$ cat src/rtl/axis_sa_transpose.sv
// Ping-pong corner-turn buffer: column beats from the systolic array in, row beats out.
// Optional macro AXIS_SA_TRANSPOSE_LAST_CHECK_EN enables the sticky s_last framing check.
module axis_sa_transpose #(
  parameter int R  = 2,
  parameter int C  = 2,
  parameter int WY = 11
) (
  input  logic                 clk,
  input  logic                 rst,
  input  logic                 s_valid,
  output logic                 s_ready,
  input  logic                 s_last,
  input  logic [R-1:0][WY-1:0] s_data,
  output logic                 m_valid,
  input  logic                 m_ready,
  output logic                 m_last,
  output logic [C-1:0][WY-1:0] m_data,
  output logic                 err_last
);

  localparam int CW = (C > 1) ? $clog2(C) : 1;
  localparam int RW = (R > 1) ? $clog2(R) : 1;
  localparam logic [CW-1:0] COL_LAST = CW'(C - 1);
  localparam logic [RW-1:0] ROW_LAST = RW'(R - 1);

  typedef enum logic [1:0] {
    BANK_EMPTY = 2'd0,
    BANK_FILL  = 2'd1,
    BANK_FULL  = 2'd2
  } bank_st_e;

  bank_st_e st_q [2];
  bank_st_e st_d [2];
  logic          wr_ptr_q, wr_ptr_d;
  logic          rd_ptr_q, rd_ptr_d;
  logic [CW-1:0] col_cnt_q, col_cnt_d;
  logic [RW-1:0] row_cnt_q, row_cnt_d;
  logic          s_ready_q, s_ready_d;
  logic [1:0][R-1:0][C-1:0][WY-1:0] mem_q, mem_d;

  logic          s_fire;
  logic          m_fire;
  logic [CW-1:0] wr_col;

  assign s_fire  = s_valid && s_ready_q;
  assign m_valid = (st_q[rd_ptr_q] == BANK_FULL);
  assign m_fire  = m_valid && m_ready;
  assign m_last  = m_valid && (row_cnt_q == ROW_LAST);
  assign m_data  = mem_q[rd_ptr_q][row_cnt_q];
  assign s_ready = s_ready_q;

  // Beats arrive last column first, so beat j lands in column C-1-j.
  assign wr_col = COL_LAST - col_cnt_q;

  always_comb begin
    st_d      = st_q;
    wr_ptr_d  = wr_ptr_q;
    rd_ptr_d  = rd_ptr_q;
    col_cnt_d = col_cnt_q;
    row_cnt_d = row_cnt_q;
    mem_d     = mem_q;

    if (s_fire) begin
      for (int r = 0; r < R; r++) begin
        mem_d[wr_ptr_q][r][wr_col] = s_data[r];
      end
      if (col_cnt_q == COL_LAST) begin
        st_d[wr_ptr_q] = BANK_FULL;
        col_cnt_d      = '0;
        wr_ptr_d       = ~wr_ptr_q;
      end else begin
        st_d[wr_ptr_q] = BANK_FILL;
        col_cnt_d      = col_cnt_q + 1'b1;
      end
    end

    if (m_fire) begin
      if (row_cnt_q == ROW_LAST) begin
        st_d[rd_ptr_q] = BANK_EMPTY;
        row_cnt_d      = '0;
        rd_ptr_d       = ~rd_ptr_q;
      end else begin
        row_cnt_d      = row_cnt_q + 1'b1;
      end
    end

    // Look ahead at the bank that will be the write target next cycle,
    // so a fill and a drain completing together leave no bubble.
    s_ready_d = (st_d[wr_ptr_d] != BANK_FULL);
  end

  always_ff @(posedge clk) begin
    if (rst) begin
      st_q[0]   <= BANK_EMPTY;
      st_q[1]   <= BANK_EMPTY;
      wr_ptr_q  <= 1'b0;
      rd_ptr_q  <= 1'b0;
      col_cnt_q <= '0;
      row_cnt_q <= '0;
      s_ready_q <= 1'b0;
    end else begin
      st_q      <= st_d;
      wr_ptr_q  <= wr_ptr_d;
      rd_ptr_q  <= rd_ptr_d;
      col_cnt_q <= col_cnt_d;
      row_cnt_q <= row_cnt_d;
      s_ready_q <= s_ready_d;
    end
  end

  always_ff @(posedge clk) begin
    mem_q <= mem_d;
  end

`ifdef AXIS_SA_TRANSPOSE_LAST_CHECK_EN
  logic err_last_q, err_last_d;

  // Tile framing is by count; s_last is only cross-checked against it.
  always_comb begin
    err_last_d = err_last_q;
    if (s_fire && (s_last != (col_cnt_q == COL_LAST))) begin
      err_last_d = 1'b1;
    end
  end

  always_ff @(posedge clk) begin
    if (rst) begin
      err_last_q <= 1'b0;
    end else begin
      err_last_q <= err_last_d;
    end
  end

  assign err_last = err_last_q;
`else
  logic unused_s_last;
  assign unused_s_last = s_last;
  assign err_last      = 1'b0;
`endif

endmodule

$ cat config.mk
export PLATFORM = sky130hd
export DESIGN_NAME = axis_sa_transpose
export DESIGN_NICKNAME = d
export VERILOG_FILES = /design/src/rtl/axis_sa_transpose.sv
export SDC_FILE = /design/constraint.sdc
export NUM_CORES = 1
export LEC_CHECK = 0
export CORE_ASPECT_RATIO = 1.5
export CORE_MARGIN = 2
export CORE_UTILIZATION = 55
export DETAILED_ROUTE_END_ITERATION = 16
export PLACE_DENSITY = 0.8
export SYNTH_ARGS = -nofsm -noshare
export SYNTH_HDL_FRONTEND = slang
export SYNTH_SLANG_ARGS = --single-unit
$ cat constraint.sdc
create_clock -name clk -period 1.8 [get_ports clk]
set_input_delay 0.36 -clock clk [delete_from_list [all_inputs] [get_ports clk]]
set_output_delay 0.36 -clock clk [all_outputs]
set_load 0.02 [all_outputs]
==> flow_summary_export.csv, run 1 <==
group,metric,value,unit
worst_setup_path,worst-r2r-cell-count,5,
synthesis,synth_cell_types,36,
synthesis,netlist.area_leader.share,65.43,%
power_and_ir_drop,power.total,4.193,mW
worst_setup_path,cp.buffers_inverters,2,
worst_setup_path,critical_path_class,"reg -> out",
synthesis,synth_edf_count,88,
power_and_ir_drop,power_density,835.0,nW/um^2
die,die_width,73.97,um
grt,grt_max_degree,23,
timing,finalSetupTns,-3.259,ns
power_and_ir_drop,power_switching,0.9142,mW
detailed_routing,wire_per_inst,17.93,um
power_and_ir_drop,leakage,1.819,nW
timing,period_minus_slack,1.982,ns
detailed_routing,dr.first_iter.drc_count,214,
placement,dp_hpwl,4719,um
grt,grt_pass1_wl,11170,um
worst_setup_path,critPathMaxFanout,9,
die,core-area,7179,um^2
power_and_ir_drop,power_frac_seq,60.2,%
worst_setup_path,critPathArrivalTime,1.62,ns
detailed_routing,drcViolationCount,0,
timing,whs,0.5427,ns
final_layout,drive_gt1_share,30.92,%
synthesis,yosys_warnings,0,
grt,grt_pass1_vias,2204,
synthesis,ys_seq_area_share,69.89,%
final_layout,register_area,2828,um^2
detailed_routing,drt-total-wl,7244,um
synthesis,synth_common_cells,"88 x edfxtp_1, 45 x and2_1, 22 x mux4_2",
power_and_ir_drop,p_int,3.278,mW
clock_network,ctsHoldBuffers,0,
worst_setup_path,path_delay_family,"multiplexers",
synthesis,synthCells,229,
clock_network,clk_path_buf_depth,2,
timing,fin_crit_sh,110.1,%
power_and_ir_drop,switching_share,21.81,%
die,dieArea,8059,um^2
clock_network,cts_root_buf,"clkbuf_8",
clock_network,h-tree-depth,3,
detailed_routing,drtAntennaViolNets,0,
run,cap_violations,0,
worst_setup_path,worst_ep_required_time,1.44,ns
die,start_util,56.26,%
detailed_routing,avgViaCountPerCell,5.334,
timing,maxSlewViolCount,0,
power_and_ir_drop,max-vdd-ir-drop,0.4897,mV
detailed_routing,drt_pre_antenna_iters,5,
clock_network,cts_tree,"done",
grt,grt_usage,19.76,%
placement,place_ws,-0.2071,ns
timing,fin_ws,-0.1823,ns
detailed_routing,via_count,2155,
synthesis,synth_area_leaders,"edfxtp_1 65%, mux4_2 12%, and2_1 7.0%, dfxtp_1 4.5%, ha_1 1.2%",
power_and_ir_drop,pwr-share-comb,8.7,%
worst_setup_path,critPathSlowestCell,"mux4_2",
min_path,hold_depth,2,
final_layout,syn_to_final_growth,24.32,%
timing,hold_viol_final,0,
final_layout,nNetsFinal,330,
worst_setup_path,path_depth,3,
die,die_height,109.0,um
die,rows,38,
placement,gp_congestion,0.7831,
timing,grt_setup_unrepaired,"yes",
grt,antenna_found_initial,0,
clock_network,clock_latency,0.36,ns
synthesis,synth_top_area_cell,"edfxtp_1",
timing,setup_viol,24,
final_layout,antenna_cells,0,
worst_setup_path,crit_chain,"buf_12 -> mux4_2 -> buf_2",
grt,globalRoute.totalOverflow,0,
min_path,hp-class,"reg -> reg",
timing,fin_skew,0.009440,ns
worst_setup_path,start_kind,"register",
clock_network,cts_buffers,9,
power_and_ir_drop,clockPowerShare,31.1,%
final_layout,fillers,470,
clock_network,path_clk_slew,0.09,ns
synthesis,syn-num-nets,260,
die,pin_count,53,
synthesis,synthesis.area,4039,um^2
timing,fmax,0.5045,GHz
status,status,"finished, violations left",
placement,portBuffers,50,
synthesis,yosysMostFrequentCell,"edfxtp_1",
worst_setup_path,cp-end-kind,"primary output",
worst_setup_path,critPathMaxStageDelay,0.53,ns
clock_network,cts_sinks,97,
synthesis,synth-async-reset-ratio,0,%
final_layout,multiInputGateArea,1127,um^2
synthesis,synth_top_flop_cell,"edfxtp_1",
status,violations,"negative setup slack",
synthesis,ys_ff_latch,97,
synthesis,syn_avg_cell_area,17.64,um^2
area by class of cell:
| cell class | instances | area share, % |
|---|---|---|
| Multi-Input combinational cell | 116 | 22.45 |
| Inverter | 2 | 0.1495 |
| Sequential cell | 97 | 56.32 |
| Timing Repair Buffer | 73 | 14.85 |
| Clock buffer | 10 | 2.965 |
| Clock inverter | 6 | 0.7725 |
| Tap cell | 100 | 2.492 |
kinds of logic after synthesis:
group / after synthesis / synth area share, %
AO/OA/AOI/OAI: 9 / 1.425
XOR/XNOR: 2 / 0.4338
adder cells (fa/ha/maj): 4 / 1.239
buffers and inverters: 16 / 2.323
flip-flops: 97 / 69.89
multiplexers: 24 / 12.76
other: 1 / 0.09285
AND/OR/NAND/NOR: 76 / 11.83
routing by layer:
metal	track usage [%]	wire length (um)
met1	21.61	2844
met2	36.16	4068
met3	4.621	217
met4	7.662	114
met5	0	0
state kept, by name (all words and copies together), names as in the netlist:
register,cells
wr_ptr_q,1
mem_q,88
col_cnt_q,1
row_cnt_q,1
s_ready,1
rd_ptr_q,1
st_q,4
worst paths after layout:
kind	startpoint	to	slack (ns)
worst max register to register	wr_ptr_q	s_ready	0.27
worst min-delay path	st_q[0]	st_q[0]	0.54
worst max-delay path	rd_ptr_q	m_data[3]	-0.18
worst min register to register	st_q[0]	st_q[0]	0.54
tightest hold or removal path: cells and delay by family, from the launching register on:
| kind | cells | cell delay, ns |
|---|---|---|
| AOI/OAI and AO/OA | 1 | 0.12 |
| and+or+nand+nor | 1 | 0.05 |
| DFF | 1 | 0.33 |
power groups by stage:
stage / Clock (mW) / Combinational (mW) / Sequential [mW]
floorplan: 0 / 0.175 / 2.58
global placement: 0 / 0.360 / 2.57
detailed placement: 0 / 0.368 / 2.58
CTS: 1.34 / 0.369 / 2.52
global route: 1.40 / 0.394 / 2.53
finish: 1.30 / 0.366 / 2.52
placed cells by master, fill, tap and decap left out, types with 2 or more instances in the layout:
cell type | netlist | final
edfxtp_1 | 88 | 88
and2_1 | 45 | 44
clkdlybuf4s50_1 | 0 | 25
mux4_2 | 22 | 22
buf_6 | 2 | 17
buf_4 | 4 | 16
clkbuf_8 | 0 | 9
dfxtp_1 | 9 | 7
buf_2 | 2 | 7
buf_12 | 0 | 7
nor3_1 | 6 | 6
and3_1 | 5 | 5
nor2_1 | 4 | 4
a21oi_1 | 4 | 4
ha_1 | 4 | 4
nand3_1 | 3 | 3
nand2_1 | 3 | 3
clkinv_2 | 0 | 3
mux2i_1 | 2 | 2
a31oi_1 | 2 | 2
per-stage QoR:
step                utilization (%)  instance area, um^2  instances
floorplan                         -                 4039        229
global placement              67.13                 4820        387
detailed placement            67.13                 4820        387
CTS                           70.23                 5042        405
global route                  69.94                 5021        404
finish                        69.94                 5021        404
repair_timing:
action / CTS / global route
setup endpoints to repair: 25 / 24
hold endpoints to repair: 0 / 0
gates cloned: 1 / 0
resized for setup: 134 / 2
pin swaps: 1 / 0
setup buffers: 1 / 0
Power figures use the tool's default switching activity.
==> run 2: changes to the inputs <==
--- a/config.mk
+++ b/config.mk
@@ -9,6 +9,7 @@
 export CORE_MARGIN = 2
 export CORE_UTILIZATION = 55
 export DETAILED_ROUTE_END_ITERATION = 16
+export GPL_TIMING_DRIVEN = 0
 export PLACE_DENSITY = 0.8
 export SYNTH_ARGS = -nofsm -noshare
 export SYNTH_HDL_FRONTEND = slang
==> run 2 against run 1 <==
  * The flow still finishes with violations (negative setup slack)
  * Non-clock buffer count shrank 6
  * Setup slack lost 0.099 ns
  * Maximum frequency shrank 4.8%
  * Via count shrank 0.19%
  * Global-route usage grew 0.090 points
  * Design area shrank 0.65%
  * Clock power grew 17%
  * Clock skew is essentially flat
  * Critical path type unchanged
==> flow_summary_export.csv, run 2 (synthesis results as in run 1) <==
group,metric,value,unit
status,status,"finished, violations left",
status,violations,"negative setup slack",
detailed_routing,drtAntennaViolNets,0,
grt,grt_pass1_wl,11180,um
timing,hold_viol_final,0,
grt,grt_pass1_vias,2238,
final_layout,antenna_cells,0,
clock_network,ctsHoldBuffers,0,
worst_setup_path,worst_ep_required_time,1.44,ns
detailed_routing,drcViolationCount,0,
die,die_height,109.0,um
die,pin_count,53,
timing,maxSlewViolCount,0,
final_layout,largest_reg_flops,88,
power_and_ir_drop,leakage,1.761,nW
timing,whs,0.3171,ns
placement,dp_hpwl,4651,um
final_layout,largestRegisters,"mem_q x88, st_q x4",
detailed_routing,wl_met1,2801,um
placement,place_ws,-0.4144,ns
power_and_ir_drop,p_int,3.447,mW
clock_network,h-tree-depth,3,
worst_setup_path,start_kind,"register",
timing,fmax,0.4804,GHz
grt,globalRoute.totalOverflow,0,
clock_network,clk_path_buf_depth,2,
final_layout,fin_cells,398,
timing,grt_setup_unrepaired,"yes",
power_and_ir_drop,power_switching,0.9397,mW
grt,grt_max_degree,23,
worst_setup_path,crit_start,"rd_ptr_q",
worst_setup_path,critPathArrivalTime,1.72,ns
timing,finalSetupTns,-4.997,ns
final_layout,final_cell_mix,"88 x edfxtp_1, 44 x and2_1, 24 x clkdlybuf4s50_1",
power_and_ir_drop,pwr-share-comb,7.6,%
run,cap_violations,0,
placement,dpl-instance-area,4644,um^2
detailed_routing,routed-wl-met3,361,um
timing,worst_pin_slew,0.5853,ns
final_layout,finish.utilization,69.48,%
timing,setup_viol,24,
timing,fin_ws,-0.2817,ns
die,rows,38,
final_layout,nNetsFinal,324,
final_layout,regMostFlops,"mem_q",
worst_setup_path,path_delay_family,"multiplexers",
detailed_routing,wire_per_inst,18.36,um
detailed_routing,dr.first_iter.drc_count,159,
die,die_width,73.97,um
worst_setup_path,r2r_start,"wr_ptr_q",
min_path,hp-class,"in -> reg",
detailed_routing,drt-total-wl,7306,um
final_layout,drive_gt1_share,30.20,%
worst_setup_path,crit_chain,"buf_12 -> buf_12 -> mux4_2 -> buf_2",
grt,grt_usage,19.85,%
power_and_ir_drop,max-vdd-ir-drop,0.4479,mV
die,dieArea,8059,um^2
timing,fin_crit_sh,115.7,%
placement,gp_congestion,0.7683,
detailed_routing,avgViaCountPerCell,5.405,
final_layout,final_common_cell,"edfxtp_1",
detailed_routing,wl_met2,3972,um
grt,antenna_found_initial,0,
power_and_ir_drop,power_frac_seq,57.7,%
worst_setup_path,cp.buffers_inverters,3,
detailed_routing,drt_pre_antenna_iters,4,
power_and_ir_drop,power.total,4.387,mW
power_and_ir_drop,clockPowerShare,34.7,%
placement,dp.cells,377,
placement,portBuffers,48,
clock_network,clock_latency,0.37,ns
worst_setup_path,critical_path_class,"reg -> out",
worst_setup_path,cp_common_cell,"buf_12",
clock_network,path_clk_slew,0.09,ns
final_layout,stdcell_area,4989,um^2
timing,period_minus_slack,2.082,ns
detailed_routing,via_count,2151,
timing,fin_skew,0.008998,ns
clock_network,cts_sinks,97,
worst_setup_path,critPathMaxFanout,9,
worst_setup_path,critPathMaxStageDelay,0.53,ns
min_path,hold_start,"s_valid",
clock_network,cts_tree,"done",
die,core-area,7179,um^2
clock_network,cts_buffers,9,
worst_setup_path,critPathSlowestCell,"mux4_2",
clock_network,cts_root_buf,"clkbuf_8",
power_and_ir_drop,power_density,879.4,nW/um^2
power_and_ir_drop,switching_share,21.42,%
detailed_routing,top_layer,"met4",
worst_setup_path,cp-end-kind,"primary output",
die,start_util,56.26,%
timing,slew-limit-headroom,60.98,%
final_layout,syn_to_final_growth,23.51,%
## run 2: cell type report
class | count | area, um^2
clock inverter | 7 | 95.09
inverter | 2 | 7.507
sequential | 97 | 2826
timing repair buffer | 53 | 540.5
multi-input combinational | 116 | 1139
tap | 100 | 125.1
clock buffer | 9 | 123.9
fill | 472 | 2191
buffer | 14 | 131.4
## run 2: tightest hold or removal path: cells and delay by family
family / cells / cell delay (ns)
buf+inv: 1 / 0.15
compound gates: 1 / 0.06
simple gates: 1 / 0.08
## run 2: power groups by stage
stage	Clock [mW]	Sequential, mW	Combinational [mW]
5_1_grt	1.62	2.54	0.360
3_3_place_gp	0	2.58	0.330
3_5_place_dp	0	2.58	0.337
6_report	1.52	2.53	0.334
2_1_floorplan	0	2.58	0.175
4_1_cts	1.53	2.53	0.336
## run 2: path summary, 6_finish.rpt
path / endpoint / slack (ns) / cells after the start
hold reg to reg: wr_ptr_q / 0.53 / 2
setup / recovery: m_data[17] / -0.28 / 4
hold / removal: wr_ptr_q / 0.32 / 3
setup reg to reg: s_ready / 0.10 / 5
## run 2: per-layer routing
metal,up-vias,global-route usage [%]
li1,1001,-
met5,-,0
met2,61,33.04
met4,0,10.39
met3,18,4.991
met1,1071,23.49
## run 2: repair_timing
action	in CTS	in global routing
pin swaps	1	0
resized for setup	149	5
gates cloned	1	0
endpoints found under the setup margin	113	25
setup buffers	4	0
